==> config.mk <==
export PLATFORM = sky130hd
export DESIGN_NAME = uart_tx_arbiter_flat
export DESIGN_NICKNAME = d
export VERILOG_FILES = /design/src/rtl/uart_tx_arbiter_if.sv /design/src/rtl/uart_tx_arbiter.sv /design/src/flat_wrapper.sv
export SDC_FILE = /design/constraint.sdc
export NUM_CORES = 1
export LEC_CHECK = 0
export ABC_AREA = 1
export BUFFER_PORTS_ARGS = -buffer_cell sky130_fd_sc_hd__buf_2
export CAP_MARGIN = 20
export CORE_AREA = 2 2 68 70
export DETAILED_ROUTE_END_ITERATION = 16
export DIE_AREA = 0 0 70 72
export GPL_TIMING_DRIVEN = 0
export PLACE_DENSITY = 0.84
export SLEW_MARGIN = 30
export SYNTH_ARGS = -nofsm -noshare
export SYNTH_HDL_FRONTEND = slang
export SYNTH_SLANG_ARGS = --single-unit
==> constraint.sdc <==
create_clock -name clk -period 5.3 [get_ports clk]
set_clock_uncertainty 0.05 [all_clocks]
set_input_delay 1.325 -clock clk [delete_from_list [all_inputs] [get_ports clk]]
set_output_delay 1.325 -clock clk [all_outputs]
set_load 0.05 [all_outputs]
==> src/rtl/uart_tx_arbiter_if.sv <==
// Bundle of requester-side and transmit-engine-side signals shared by the
// UART transmit arbiter and whatever drives it.
interface uart_tx_arbiter_if #(
  parameter int N = 4
);
  logic [N-1:0]   req;
  logic [N-1:0]   req_last;
  logic [8*N-1:0] req_data;
  logic [N-1:0]   ack;
  logic [N-1:0]   grant;
  logic [7:0]     tx_data;
  logic           tx_start;
  logic           tx_busy;
  logic           err_timeout;
  logic           active;

  modport master (
    output req, req_last, req_data, tx_busy,
    input  ack, grant, tx_data, tx_start, err_timeout, active
  );

  modport slave (
    input  req, req_last, req_data, tx_busy,
    output ack, grant, tx_data, tx_start, err_timeout, active
  );
endinterface

==> src/rtl/uart_tx_arbiter.sv <==
// Round-robin arbiter that feeds one UART transmit engine from N byte streams,
// keeping multi-byte packets together up to a burst limit.
module uart_tx_arbiter #(
  parameter int N         = 4,
  parameter int MAX_BURST = 16,
  parameter int IDLE_GAP  = 0,
  parameter int BUSY_WAIT = 4
) (
  input logic            clk,
  input logic            rst,
  uart_tx_arbiter_if.slave arb
);

  localparam int PW    = (N > 1) ? $clog2(N) : 1;
  localparam int SW    = PW + 1;
  localparam int BW    = $clog2(MAX_BURST + 1);
  localparam int CMAX  = (BUSY_WAIT > IDLE_GAP) ? BUSY_WAIT : IDLE_GAP;
  localparam int CW    = $clog2(CMAX + 1);

  localparam logic [SW-1:0] N_W       = SW'(N);
  localparam logic [PW-1:0] PTR_INIT  = PW'(N - 1);
  localparam logic [BW-1:0] BURST_MAX = BW'(MAX_BURST);
  localparam logic [CW-1:0] BUSY_LAST = CW'(BUSY_WAIT - 1);
  localparam logic [CW-1:0] GAP_LAST  = CW'((IDLE_GAP > 0) ? IDLE_GAP - 1 : 0);

  typedef enum logic [1:0] {IDLE, WAIT_BUSY, WAIT_DONE, GAP} state_t;

  state_t        state_q;
  logic [PW-1:0] ptr_q;
  logic          lock_q;
  logic [BW-1:0] burst_q;
  logic [CW-1:0] cnt_q;
  logic [N-1:0]  ack_q;
  logic [N-1:0]  grant_q;
  logic [7:0]    tx_data_q;
  logic          tx_start_q;
  logic          err_q;
  logic          active_q;

  logic          lock_hold;
  logic          win_valid;
  logic [PW-1:0] win_idx;
  logic [N-1:0]  win_oh_d;
  logic [BW-1:0] burst_d;
  logic [SW-1:0] scan_sum;

  // Owner keeps priority only while its packet is live and under the burst
  // limit; otherwise scan downward so the closest requester after ptr wins.
  always_comb begin
    lock_hold = lock_q && arb.req[ptr_q] && (burst_q < BURST_MAX);
    win_valid = 1'b0;
    win_idx   = ptr_q;
    scan_sum  = '0;
    if (lock_hold) begin
      win_valid = 1'b1;
    end else begin
      for (int off = N; off >= 1; off--) begin
        scan_sum = {1'b0, ptr_q} + SW'(off);
        if (scan_sum >= N_W) scan_sum = scan_sum - N_W;
        if (arb.req[scan_sum[PW-1:0]]) begin
          win_valid = 1'b1;
          win_idx   = scan_sum[PW-1:0];
        end
      end
    end
    win_oh_d          = '0;
    win_oh_d[win_idx] = 1'b1;
    if (win_idx != ptr_q)        burst_d = BW'(1);
    else if (burst_q == BURST_MAX) burst_d = burst_q;
    else                         burst_d = burst_q + 1'b1;
  end

  always_ff @(posedge clk or posedge rst) begin
    if (rst) begin
      state_q    <= IDLE;
      ptr_q      <= PTR_INIT;
      lock_q     <= 1'b0;
      burst_q    <= '0;
      cnt_q      <= '0;
      ack_q      <= '0;
      grant_q    <= '0;
      tx_data_q  <= 8'h00;
      tx_start_q <= 1'b0;
      err_q      <= 1'b0;
      active_q   <= 1'b0;
    end else begin
      ack_q      <= '0;
      tx_start_q <= 1'b0;
      err_q      <= 1'b0;
      case (state_q)
        IDLE: begin
          if (!lock_hold) begin
            lock_q  <= 1'b0;
            grant_q <= '0;
          end
          if (!arb.tx_busy && win_valid) begin
            tx_data_q  <= arb.req_data[{win_idx, 3'b000} +: 8];
            tx_start_q <= 1'b1;
            ack_q      <= win_oh_d;
            grant_q    <= win_oh_d;
            ptr_q      <= win_idx;
            lock_q     <= !arb.req_last[win_idx];
            burst_q    <= burst_d;
            cnt_q      <= '0;
            active_q   <= 1'b1;
            state_q    <= WAIT_BUSY;
          end
        end
        WAIT_BUSY: begin
          if (arb.tx_busy) begin
            state_q <= WAIT_DONE;
          end else if (cnt_q == BUSY_LAST) begin
            // Engine never took the byte: drop it and free the line.
            err_q    <= 1'b1;
            lock_q   <= 1'b0;
            grant_q  <= '0;
            active_q <= 1'b0;
            state_q  <= IDLE;
          end else begin
            cnt_q <= cnt_q + 1'b1;
          end
        end
        WAIT_DONE: begin
          if (!arb.tx_busy) begin
            cnt_q <= '0;
            if (IDLE_GAP > 0) begin
              state_q <= GAP;
            end else begin
              active_q <= 1'b0;
              state_q  <= IDLE;
            end
          end
        end
        GAP: begin
          if (cnt_q == GAP_LAST) begin
            active_q <= 1'b0;
            state_q  <= IDLE;
          end else begin
            cnt_q <= cnt_q + 1'b1;
          end
        end
        default: begin
          active_q <= 1'b0;
          state_q  <= IDLE;
        end
      endcase
    end
  end

  assign arb.ack         = ack_q;
  assign arb.grant       = grant_q;
  assign arb.tx_data     = tx_data_q;
  assign arb.tx_start    = tx_start_q;
  assign arb.err_timeout = err_q;
  assign arb.active      = active_q;

endmodule

==> src/flat_wrapper.sv <==
// flat-port wrapper written by rule: the top's interface ports become plain ports
module uart_tx_arbiter_flat 
#(
  parameter int N         = 4,
  parameter int MAX_BURST = 16,
  parameter int IDLE_GAP  = 0,
  parameter int BUSY_WAIT = 4
)
  (clk, rst, arb_req, arb_req_last, arb_req_data, arb_tx_busy, arb_ack, arb_grant, arb_tx_data, arb_tx_start, arb_err_timeout, arb_active);
  uart_tx_arbiter_if #(.N(N)) arb_i ();
  input logic clk;
  input logic rst;
  input wire logic [$bits(arb_i.req)-1:0] arb_req;
  input wire logic [$bits(arb_i.req_last)-1:0] arb_req_last;
  input wire logic [$bits(arb_i.req_data)-1:0] arb_req_data;
  input wire logic [$bits(arb_i.tx_busy)-1:0] arb_tx_busy;
  output wire logic [$bits(arb_i.ack)-1:0] arb_ack;
  output wire logic [$bits(arb_i.grant)-1:0] arb_grant;
  output wire logic [$bits(arb_i.tx_data)-1:0] arb_tx_data;
  output wire logic [$bits(arb_i.tx_start)-1:0] arb_tx_start;
  output wire logic [$bits(arb_i.err_timeout)-1:0] arb_err_timeout;
  output wire logic [$bits(arb_i.active)-1:0] arb_active;
  assign arb_i.req = arb_req;
  assign arb_i.req_last = arb_req_last;
  assign arb_i.req_data = arb_req_data;
  assign arb_i.tx_busy = arb_tx_busy;
  assign arb_ack = arb_i.ack;
  assign arb_grant = arb_i.grant;
  assign arb_tx_data = arb_i.tx_data;
  assign arb_tx_start = arb_i.tx_start;
  assign arb_err_timeout = arb_i.err_timeout;
  assign arb_active = arb_i.active;
  uart_tx_arbiter #(.N(N), .MAX_BURST(MAX_BURST), .IDLE_GAP(IDLE_GAP), .BUSY_WAIT(BUSY_WAIT)) u_core (.clk(clk), .rst(rst), .arb(arb_i));
endmodule
==> out/results.env <==
CTSRESIZECOUNT=0
HOLD_DEPTH=2
SETUP_VIOL_COUNT_FINAL=0
TRITONCTS='built'
GRT_PASS1_VIAS=2152
FMAX_GHz=0.3899
DIE_HEIGHT_MICRONS=72
RR_WORST_DEPTH=17
CP.REQUIRED_NS=5.43
SYNTH_SEQ_CELLS=32
NUMCLOCKSINKS=32
DIE_WIDTH_MICRONS=70
CLKLATENCYLATEPIN_NS=0.28
DRT.ANTENNA.VIOLATING_NETS=0
YS.FLOP_TYPE='dfrtp_1'
UTILIZATION_PCT=64.26
YS.WARNINGS.COUNT=0
I_O_PINS=62
GP_ROUTABILITY_CONGESTION=0.8203
ROUTEDWLPERCELL_MICRONS=11.68
NUMBER_OF_BUFFERS_INSERTED_BY_POST_CTS_SETUP_REPAIR=0
LEADING_AREA_CONTRIBUTOR_AFTER_SYNTHESIS='dfrtp_1'
PORTBUFFERS=61
MIN_TO='u_core.arb.tx_data[6]'
CRITICAL_PATH.STARTPOINT_TYPE='input port'
FILLERS=402
TNS_NS=0
ROWS=24
TIMING.RR.START='u_core.ptr_q[1]'
YOSYSMOSTFREQUENTCELL='nand2_1'
ROUTED_WIRELENGTH_MICRONS=5058
CAP_VIOLATIONS=0
SYNTH.CELLS.MOST_FREQUENT='nand2_1 (118), nand3_1 (52), dfrtp_1 (30)'
CTS_ROOT_BUFFER='clkbuf_8'
TOP_USAGE_LAYER='met2'
FLOORPLAN.INITIALDENSITY_PCT=52.96
SYNTH_NETS=360
RUN_STATUS='finished clean'
DRT_FIRST_ITER_VIOLATIONS=107
WHS_NS=0.4333
POSTSYNTHCELLCOUNT=312
ASYNCSETRESETFLOPFRACSYNTH_PCT=100.0
PLACE_HPWL_MICRONS=3942
DETAILEDROUTE.FIRSTPASSITERATIONCOUNT=4
GRT_PASS1_WL_MICRONS=8983
HOLD_START='u_core.arb.tx_data[6]'
GRT_MAX_DEGREE=33
ANTENNA_FOUND_INITIAL=0
REG2REG_TO='u_core.arb.tx_data[2]'
PERIOD_SHARE_PCT=48.39
FIN_CELLS=433
CRITICAL_SETUP_PATH_CLASS='in2reg'
MAX_VDD_DROP_uV=403.7
POSTSYNTHAREAPERCELL_SQ_UM=7.239
FP.COREAREA_SQ_UM=4264
SYNTH_AREA_SQ_UM=2258
PATH_TYPE_OF_THE_WORST_MIN_DELAY_PATH='reg2reg'
DETAIL_ROUTE.DRC_VIOLATIONS=0
SYNTH_TOP_AREA_SHARE_PCT=33.24
CTS.HTREE.LEVELS=2
SYNTH_EDF_COUNT=0
CTS_INSERTED_BUFFERS=5
REG2REG_SETUP_SLACK_NS=3.24
SLEW_HEADROOM_PCT=55.97
CRITICAL_PATH_ARRIVAL_NS=2.69
P_PER_AREA_nW_PER_UM2=775.3
LAYOUT_MIN_CYCLE_TIME_NS=2.565
HOLD_VIOL=0
SYN_TO_FINAL_GROWTH_PCT=21.33
YS_TYPES=34
PLACED_CELLS=425
YOSYS-TOP-CELLS-AREA='dfrtp_1 (33%), nand2_1 (20%), nand3_1 (12%)'
NNETSFINAL=428
RSZ0062_AT_GRT='false'
DIEAREA_SQ_UM=5040
DRIVE_GT1_SHARE_PCT=30.45
MET2_USAGE_PCT=39.37
ROUTE.DETAILED.VIAS_PER_INST=5.021
TIMING.CRITICAL_PATH.FANOUT_MAX=10
ANTENNA_CELLS=0
CRIT_PATH_END_KIND='flop'
CLKSLEWWORSTSETUPHOLDPATHS_NS=0.07
WORST_PIN_SLEW_NS=0.6594
CELLLEAKAGEPOWER_nW=1.599
CLK_PATH_BUF_DEPTH=2
FINALMAXSLEWVIOLATIONS=0
HOLD_BUFFERS=0
GROUTE.LAYER.MET1.USAGE_PCT=25.62
TRACK_USAGE_PCT=21.69
SYNTH_SEQUENTIAL_AREA_RATIO_PCT=35.57
USE_MET3_PCT=5.833
VIAS=2174
GRT-OVFL-TOTAL=0
-- layer usage --
metal / part of all wire [%] / wire length [microns]
met1: 43 / 2165
met4: 1.4 / 72
met3: 6.5 / 327
met2: 49 / 2492
met5: 0 / 0
-- cell usage in the layout (no fill, tap or decap), drive strengths merged --
cell type	netlist	final
a21boi	1	1
bufinv	1	2
xor2	1	1
buf	11	72
a21oi	3	3
nand4	3	3
nor2	20	20
clkinv	0	1
o211ai	1	1
nand2	137	137
dfrtp	30	30
inv	28	28
nand3	55	55
o31ai	1	1
clkbuf	0	5
clkinvlp	0	1
o21ai	10	10
o22ai	1	1
dfstp	2	2
o21bai	1	1
a41oi	1	1
ha	5	5
-- where the power goes --
part / internal, mW / switching [mW]
registers: 0.342 / 0.0598
clock network: 0.139 / 0.0926
logic: 0.504 / 0.987
-- state kept, by name, summed over array words and instances (netlist names) --
register,cells
u_core.arb.ack,4
u_core.arb.active,1
u_core.arb.err_timeout,1
u_core.arb.grant,4
u_core.arb.tx_data,8
u_core.arb.tx_start,1
u_core.burst_q,5
u_core.cnt_q,3
u_core.lock_q,1
u_core.ptr_q,2
u_core.state_q,2
-- worst max-delay path by stage --
stage	from	slack [ns]	depth (start not counted)	endpoint
floorplan	arb_req[3]	2.74	13	u_core.arb.tx_data[1]
global placement	arb_req[3]	2.47	14	u_core.arb.tx_data[2]
detailed placement	arb_req[3]	2.43	14	u_core.arb.tx_data[2]
CTS	arb_req[3]	2.73	14	u_core.arb.tx_data[2]
finish	arb_req[3]	2.74	14	u_core.arb.tx_data[2]
global route	arb_req[3]	2.58	14	u_core.arb.tx_data[1]
-- cell type report --
class	instances	area [sq um]	share of cell area, %
Buffer	11	95.09	3.470
Timing Repair Buffer	61	305.3	11.14
Clock buffer	5	68.82	2.511
Inverter	29	125.1	4.566
Multi-Input combinational cell	240	1235	45.07
Clock inverter	3	42.54	1.553
Sequential cell	32	803.3	29.32
Tap cell	52	65.06	2.374
-- cell families (layout without fill, tap and decap cells) --
| group | Yosys count | after routing | share of synthesized area [%] |
|---|---|---|---|
| compound gates | 19 | 19 | 5.541 |
| xor+xnor | 1 | 1 | 0.3879 |
| fa+ha+maj | 5 | 5 | 2.770 |
| buf+inv | 40 | 109 | 9.750 |
| flops | 32 | 32 | 35.57 |
| simple gates | 215 | 215 | 45.98 |
-- per-stage QoR --
step                setup slack, ns  cell area (sq um)  total power, mW
floorplan                     2.737               2258            1.612
global placement              2.466               2629            1.873
detailed placement            2.435               2629            1.900
CTS                           2.733               2740            2.139
global route                  2.579               2740            2.324
finish                        2.735               2740            2.124
-- worst max-delay path, cell delays in order --
cell,delay [ns]
buf_2,0.10
inv_1,0.11
nand2_2,0.09
nand4_2,0.13
nand2_2,0.09
inv_2,0.17
nand3_4,0.13
buf_4,0.19
nand3_1,0.08
nand2_1,0.05
nand2_1,0.05
nand2_1,0.06
nand2_1,0.06
nand2_1,0.04
No activity file was read; power rests on OpenSTA's default activity.
